$ cat src/rtl/dff_share_arbiter.sv
// rtl/dff_share_arbiter.sv - round-robin arbiter owning one shared W-bit register, optional burst lock (DFF_ARB_LOCK_EN)
module dff_share_arbiter #(
    parameter int N_REQ    = 4,
    parameter int WIDTH    = 8,
    parameter int LOCK_MAX = 16,
    localparam int IDX_W   = (N_REQ > 1) ? $clog2(N_REQ) : 1
) (
    input  logic                   clk,
    input  logic                   reset_n,
    input  logic [N_REQ-1:0]       req_valid,
    input  logic [N_REQ*WIDTH-1:0] req_data,
    input  logic [N_REQ-1:0]       req_lock,
    output logic [N_REQ-1:0]       req_ready,
    output logic [WIDTH-1:0]       q,
    output logic                   q_valid,
    output logic [IDX_W-1:0]       q_owner,
    output logic                   lock_active
);

    localparam logic [IDX_W:0]   N_SUM = (IDX_W+1)'(N_REQ);
    localparam logic [IDX_W-1:0] LAST  = IDX_W'(N_REQ - 1);

    logic [WIDTH-1:0] q_q;
    logic             q_valid_q;
    logic [IDX_W-1:0] q_owner_q;
    logic [IDX_W-1:0] ptr_q;

    logic [N_REQ-1:0] ready_d;
    logic [IDX_W-1:0] win;
    logic             hs;
    logic [IDX_W:0]   scan_sum;
    logic [IDX_W-1:0] scan_idx;
    logic [WIDTH-1:0] wr_data;

`ifdef DFF_ARB_LOCK_EN
    localparam int             CNT_W   = $clog2(LOCK_MAX);
    localparam logic [CNT_W-1:0] CNT_MAX = CNT_W'(LOCK_MAX - 1);

    typedef enum logic {ST_ARB, ST_LOCKED} state_t;

    state_t           state_q;
    logic [IDX_W-1:0] owner_q;
    logic [CNT_W-1:0] cnt_q;
    logic             lock_active_q;
`else
    // The lock input and its depth are part of the fixed interface only.
    logic unused_lock;
    assign unused_lock = (^req_lock) ^ LOCK_MAX[0];
`endif

    function automatic logic [IDX_W-1:0] next_idx(input logic [IDX_W-1:0] i);
        if (i == LAST) begin
            return '0;
        end
        return i + 1'b1;
    endfunction

    // Pick the winner: locked owner, else first valid scanning upward from ptr with wrap.
    always_comb begin
        ready_d  = '0;
        win      = '0;
        hs       = 1'b0;
        scan_sum = '0;
        scan_idx = '0;
`ifdef DFF_ARB_LOCK_EN
        if (state_q == ST_LOCKED) begin
            win = owner_q;
            hs  = req_valid[owner_q];
        end else
`endif
        begin
            for (int k = 0; k < N_REQ; k++) begin
                scan_sum = {1'b0, ptr_q} + (IDX_W+1)'(k);
                if (scan_sum >= N_SUM) begin
                    scan_sum = scan_sum - N_SUM;
                end
                scan_idx = scan_sum[IDX_W-1:0];
                if (!hs && req_valid[scan_idx]) begin
                    hs  = 1'b1;
                    win = scan_idx;
                end
            end
        end
        if (hs) begin
            ready_d[win] = 1'b1;
        end
    end

    // Writer data mux for the granted requester.
    always_comb begin
        wr_data = req_data[win*WIDTH +: WIDTH];
    end

    // Shared register, rotation pointer and lock sequencing.
    always_ff @(posedge clk or negedge reset_n) begin
        if (!reset_n) begin
            q_q           <= '0;
            q_valid_q     <= 1'b0;
            q_owner_q     <= '0;
            ptr_q         <= '0;
`ifdef DFF_ARB_LOCK_EN
            state_q       <= ST_ARB;
            owner_q       <= '0;
            cnt_q         <= '0;
            lock_active_q <= 1'b0;
`endif
        end else begin
            if (hs) begin
                q_q       <= wr_data;
                q_owner_q <= win;
                q_valid_q <= 1'b1;
            end
`ifdef DFF_ARB_LOCK_EN
            if (state_q == ST_LOCKED) begin
                cnt_q <= cnt_q + 1'b1;
                if (!req_lock[owner_q] || cnt_q == CNT_MAX) begin
                    state_q       <= ST_ARB;
                    lock_active_q <= 1'b0;
                    ptr_q         <= next_idx(owner_q);
                end
            end else if (hs) begin
                ptr_q <= next_idx(win);
                if (req_lock[win]) begin
                    state_q       <= ST_LOCKED;
                    owner_q       <= win;
                    cnt_q         <= '0;
                    lock_active_q <= 1'b1;
                end
            end
`else
            if (hs) begin
                ptr_q <= next_idx(win);
            end
`endif
        end
    end

    // Grants are forced low while reset is held.
    assign req_ready = reset_n ? ready_d : '0;
    assign q         = q_q;
    assign q_valid   = q_valid_q;
    assign q_owner   = q_owner_q;
`ifdef DFF_ARB_LOCK_EN
    assign lock_active = lock_active_q;
`else
    assign lock_active = 1'b0;
`endif

endmodule

$ cat config.mk
export PLATFORM = sky130hd
export DESIGN_NAME = dff_share_arbiter
export DESIGN_NICKNAME = d
export VERILOG_FILES = /design/src/rtl/dff_share_arbiter.sv
export SDC_FILE = /design/constraint.sdc
export NUM_CORES = 1
export LEC_CHECK = 0
export CAP_MARGIN = 20
export CELL_PAD_IN_SITES_DETAIL_PLACEMENT = 1
export CELL_PAD_IN_SITES_GLOBAL_PLACEMENT = 1
export CORE_AREA = 10 10 69 71
export CTS_CLUSTER_DIAMETER = 30
export DETAILED_ROUTE_END_ITERATION = 7
export DIE_AREA = 0 0 79 81
export DONT_BUFFER_PORTS = 1
export GPL_TIMING_DRIVEN = 0
export PLACE_DENSITY = 0.67
export SLEW_MARGIN = 5
export SYNTH_ARGS = -nofsm -noshare
export SYNTH_HDL_FRONTEND = slang
export SYNTH_SLANG_ARGS = --single-unit
$ cat constraint.sdc
create_clock -name clk -period 1.94 [get_ports clk]
set_clock_uncertainty 0.05 [all_clocks]
set_input_delay 0.097 -clock clk [delete_from_list [all_inputs] [get_ports clk]]
set_output_delay 0.097 -clock clk [all_outputs]
set_load 0.02 [all_outputs]
==> flow_metrics.env <==
export IMPL_outcome="finished, final reports clean"
export IMPL_async_flop_share=1.000
export IMPL_finalHoldViolCount=0
export IMPL_synth_seq_area_share=0.3254
export IMPL_post_route_period_util=0.9637
export IMPL_top_usage_layer="met2"
export IMPL_rr_worst_depth=8
export IMPL_use_met1=0.09930
export IMPL_rows=22
export IMPL_io_pins=58
export IMPL_die_h_um=81
export IMPL_die_area_um2=6399
export IMPL_setup_violations=0
export IMPL_yosys_area_top_type="dfrtp_1"
export IMPL_synthCells=103
export IMPL_start_util=0.2837
export IMPL_port_buffer_count=0
export IMPL_ys_seq_elements=13
export IMPL_syn2layout_area_growth_pct=23.65
export IMPL_via_count=883
export IMPL_antenna_found_initial=0
export IMPL_vias_per_cell=5.256
export IMPL_cts_tree="built"
export IMPL_yosysWarnings=0
export IMPL_rrSetupSlack_ns=0.12
export IMPL_worstHoldPathCells=2
export IMPL_min_to="q[6]"
export IMPL_slew_violations=0
export IMPL_fmax_ghz=0.5349
export IMPL_syn_area_per_cell_um2=9.706
export IMPL_criticalPathCategory="reg -> out"
export IMPL_fin_util=0.3509
export IMPL_critPathMostFrequentCell="buf_6"
export IMPL_hold_class="in -> reg"
export IMPL_path_clk_slew_ns=0.10
export IMPL_die_w_um=79
export IMPL_worstPathArrival_ns=1.72
export IMPL_fin_tns_setup_ns=0
export IMPL_slew_headroom=0.5870
export IMPL_clock_sinks=13
export IMPL_yosys_most_used_dff="dfrtp_1"
export IMPL_r2r_start="ptr_q[1]"
export IMPL_wl_per_cell_um=20.43
export IMPL_drt_wl_total_um=3432
export IMPL_leakagePower_nw=0.5264
export IMPL_cp_max_fo=6
export IMPL_cp_end_kind="output port"
export IMPL_rsz0062_at_grt="no"
export IMPL_ant_nets=0
export IMPL_first_pass_iters=4
export IMPL_clock_path_buffers=2
export IMPL_grt_usage=0.1038
export IMPL_pwr_density_cell_nw_per_um2=1321
export IMPL_worst_pin_slew_ns=0.6174
export IMPL_critPathTopFamily="simple AND/OR/NAND/NOR gates"
export IMPL_path_cells="buf_6 > nor3b_1 > a211oi_1 > nor2_1 > buf_6 > ha_4 > and3_4"
export IMPL_final_fill_count=439
export IMPL_post_route_drc_count=0
export IMPL_synthTopCellsByArea="dfrtp_1 (33%), a211oi_2 (18%), mux2i_1 (9.0%)"
export IMPL_required_ns=1.79
export IMPL_clk_latency_ns=0.27
export IMPL_synth_edf_count=0
export IMPL_reg2reg_to="q[1]"
export IMPL_syn_area_um2=999.7
export IMPL_hpwl_um=2549
export IMPL_ys_types=27
export IMPL_grt_pass1_wl_um=5230
export IMPL_cts_buffers=3
export IMPL_gp_congestion=0.6987
export IMPL_layout_drive_gt1_share=0.3500
export IMPL_layout_nets=164
export IMPL_n_antenna_cell=0
export IMPL_critPathBufInv=2
export IMPL_cp_slowest_stage_delay_ns=0.38
export IMPL_core_area_um2=3523
export IMPL_drt_iter0_markers=25
export IMPL_layout_common_cells="nor2_1 (14), a211oi_2 (14), buf_4 (13)"
export IMPL_slowest_stage="dfrtp_1"
export IMPL_startpoint_type="flop"
export IMPL_finalCriticalPeriod_ns=1.870
export IMPL_yosysTopAreaCellShare=0.3254
export IMPL_htreeDepth=1
export IMPL_hold_start="req_data[30]"
export IMPL_final_cell_area_um2=1236
export IMPL_grt_use_met2=0.2015
export IMPL_grt_pass1_vias=999
export IMPL_placed_area_um2=1065
export IMPL_use_met3=0.02759
export IMPL_grt_max_degree=14
export IMPL_synth_fp_nets=146
export IMPL_max_cap_violations=0
export IMPL_clock_root_buffer="clkbuf_4"
export IMPL_irDropWorstVdd_mv=0.2997
export IMPL_grt_overflow=0
export IMPL_hold_slack_ns=0.004044
cell type report:
class / count / area (um^2) / share of cell area
inverter: 8 / 30.03 / 0.02429
timing repair buffer: 16 / 130.1 / 0.1053
tap: 48 / 60.06 / 0.04858
buffer: 5 / 53.80 / 0.04352
multi-input combinational: 74 / 609.3 / 0.4929
clock buffer: 4 / 26.28 / 0.02125
sequential: 13 / 326.6 / 0.2642
worst reg2reg max path: stages, from the launching register on:
cell and delay (ns):
dfrtp_1 0.38, buf_6 0.13, nand2b_4 0.13, a21o_1 0.19, and3_4 0.20, buf_4 0.17, buf_12 0.15, mux2i_1 0.13
a211oi_2 0.23
sequential cells by signal, indices dropped and copies added (netlist names):
| name | cells |
|---|---|
| ptr_q | 2 |
| q | 8 |
| q_owner | 2 |
| q_valid | 1 |
synth_stat cells (2+ instances only):
library cell,n
a211oi_2,14
nand2b_1,3
nand2_1,4
dfrtp_1,13
nor2_1,15
buf_6,4
inv_1,8
and3b_1,2
a211oi_1,3
a31oi_1,9
mux2i_1,9
a21o_1,3
nor3b_1,2
metrics by stage:
stage,setup WS (ns),power [mW],instances
after detailed placement,-0.09204,1.323,151
after CTS,-0.02325,1.669,168
final,0.07039,1.633,168
after global routing,0.01300,1.730,168
after global placement,-0.07154,1.289,151
after floorplan,0.06506,1.168,103
metal layers:
| layer | wire [um] | up-vias | share of wire |
|---|---|---|---|
| li1 | - | 406 | - |
| met1 | 1207 | 444 | 0.35 |
| met2 | 1956 | 31 | 0.57 |
| met3 | 231 | 2 | 0.067 |
| met4 | 36 | 0 | 0.010 |
| met5 | 0 | - | 0 |
worst max-delay path by stage:
stage	end	startpoint	slack (ns)	cells after the start
6_report	req_ready[3]	ptr_q[1]	0.07	7
5_1_grt	req_ready[3]	ptr_q[1]	0.01	7
4_1_cts	req_ready[3]	ptr_q[1]	-0.02	8
3_5_place_dp	req_ready[3]	ptr_q[0]	-0.09	6
3_3_place_gp	req_ready[3]	ptr_q[0]	-0.07	6
2_1_floorplan	req_ready[3]	ptr_q[1]	0.07	9
logic make-up after synthesis:
| family | share of synthesized area |
|---|---|
| buf+inv | 0.1114 |
| simple gates | 0.1752 |
| other cells | 0.003751 |
| fa+ha+maj | 0.01251 |
| flops | 0.3254 |
| mux | 0.09012 |
| compound gates | 0.2816 |
where the power goes:
| part | switching [mW] | internal (mW) |
|---|---|---|
| sequential | 0.225 | 0.388 |
| clock | 0.0982 | 0.0797 |
| combinational | 0.419 | 0.422 |
repair_timing:
item | CTS | global route
hold buffers | 3 | 1
pin swaps | 6 | 4
endpoints found under the hold margin | 15 | 1
endpoints found under the setup margin | 12 | 3
setup buffers | 11 | 1
resized for setup | 11 | 1
No activity file was read; power rests on OpenSTA's default activity.
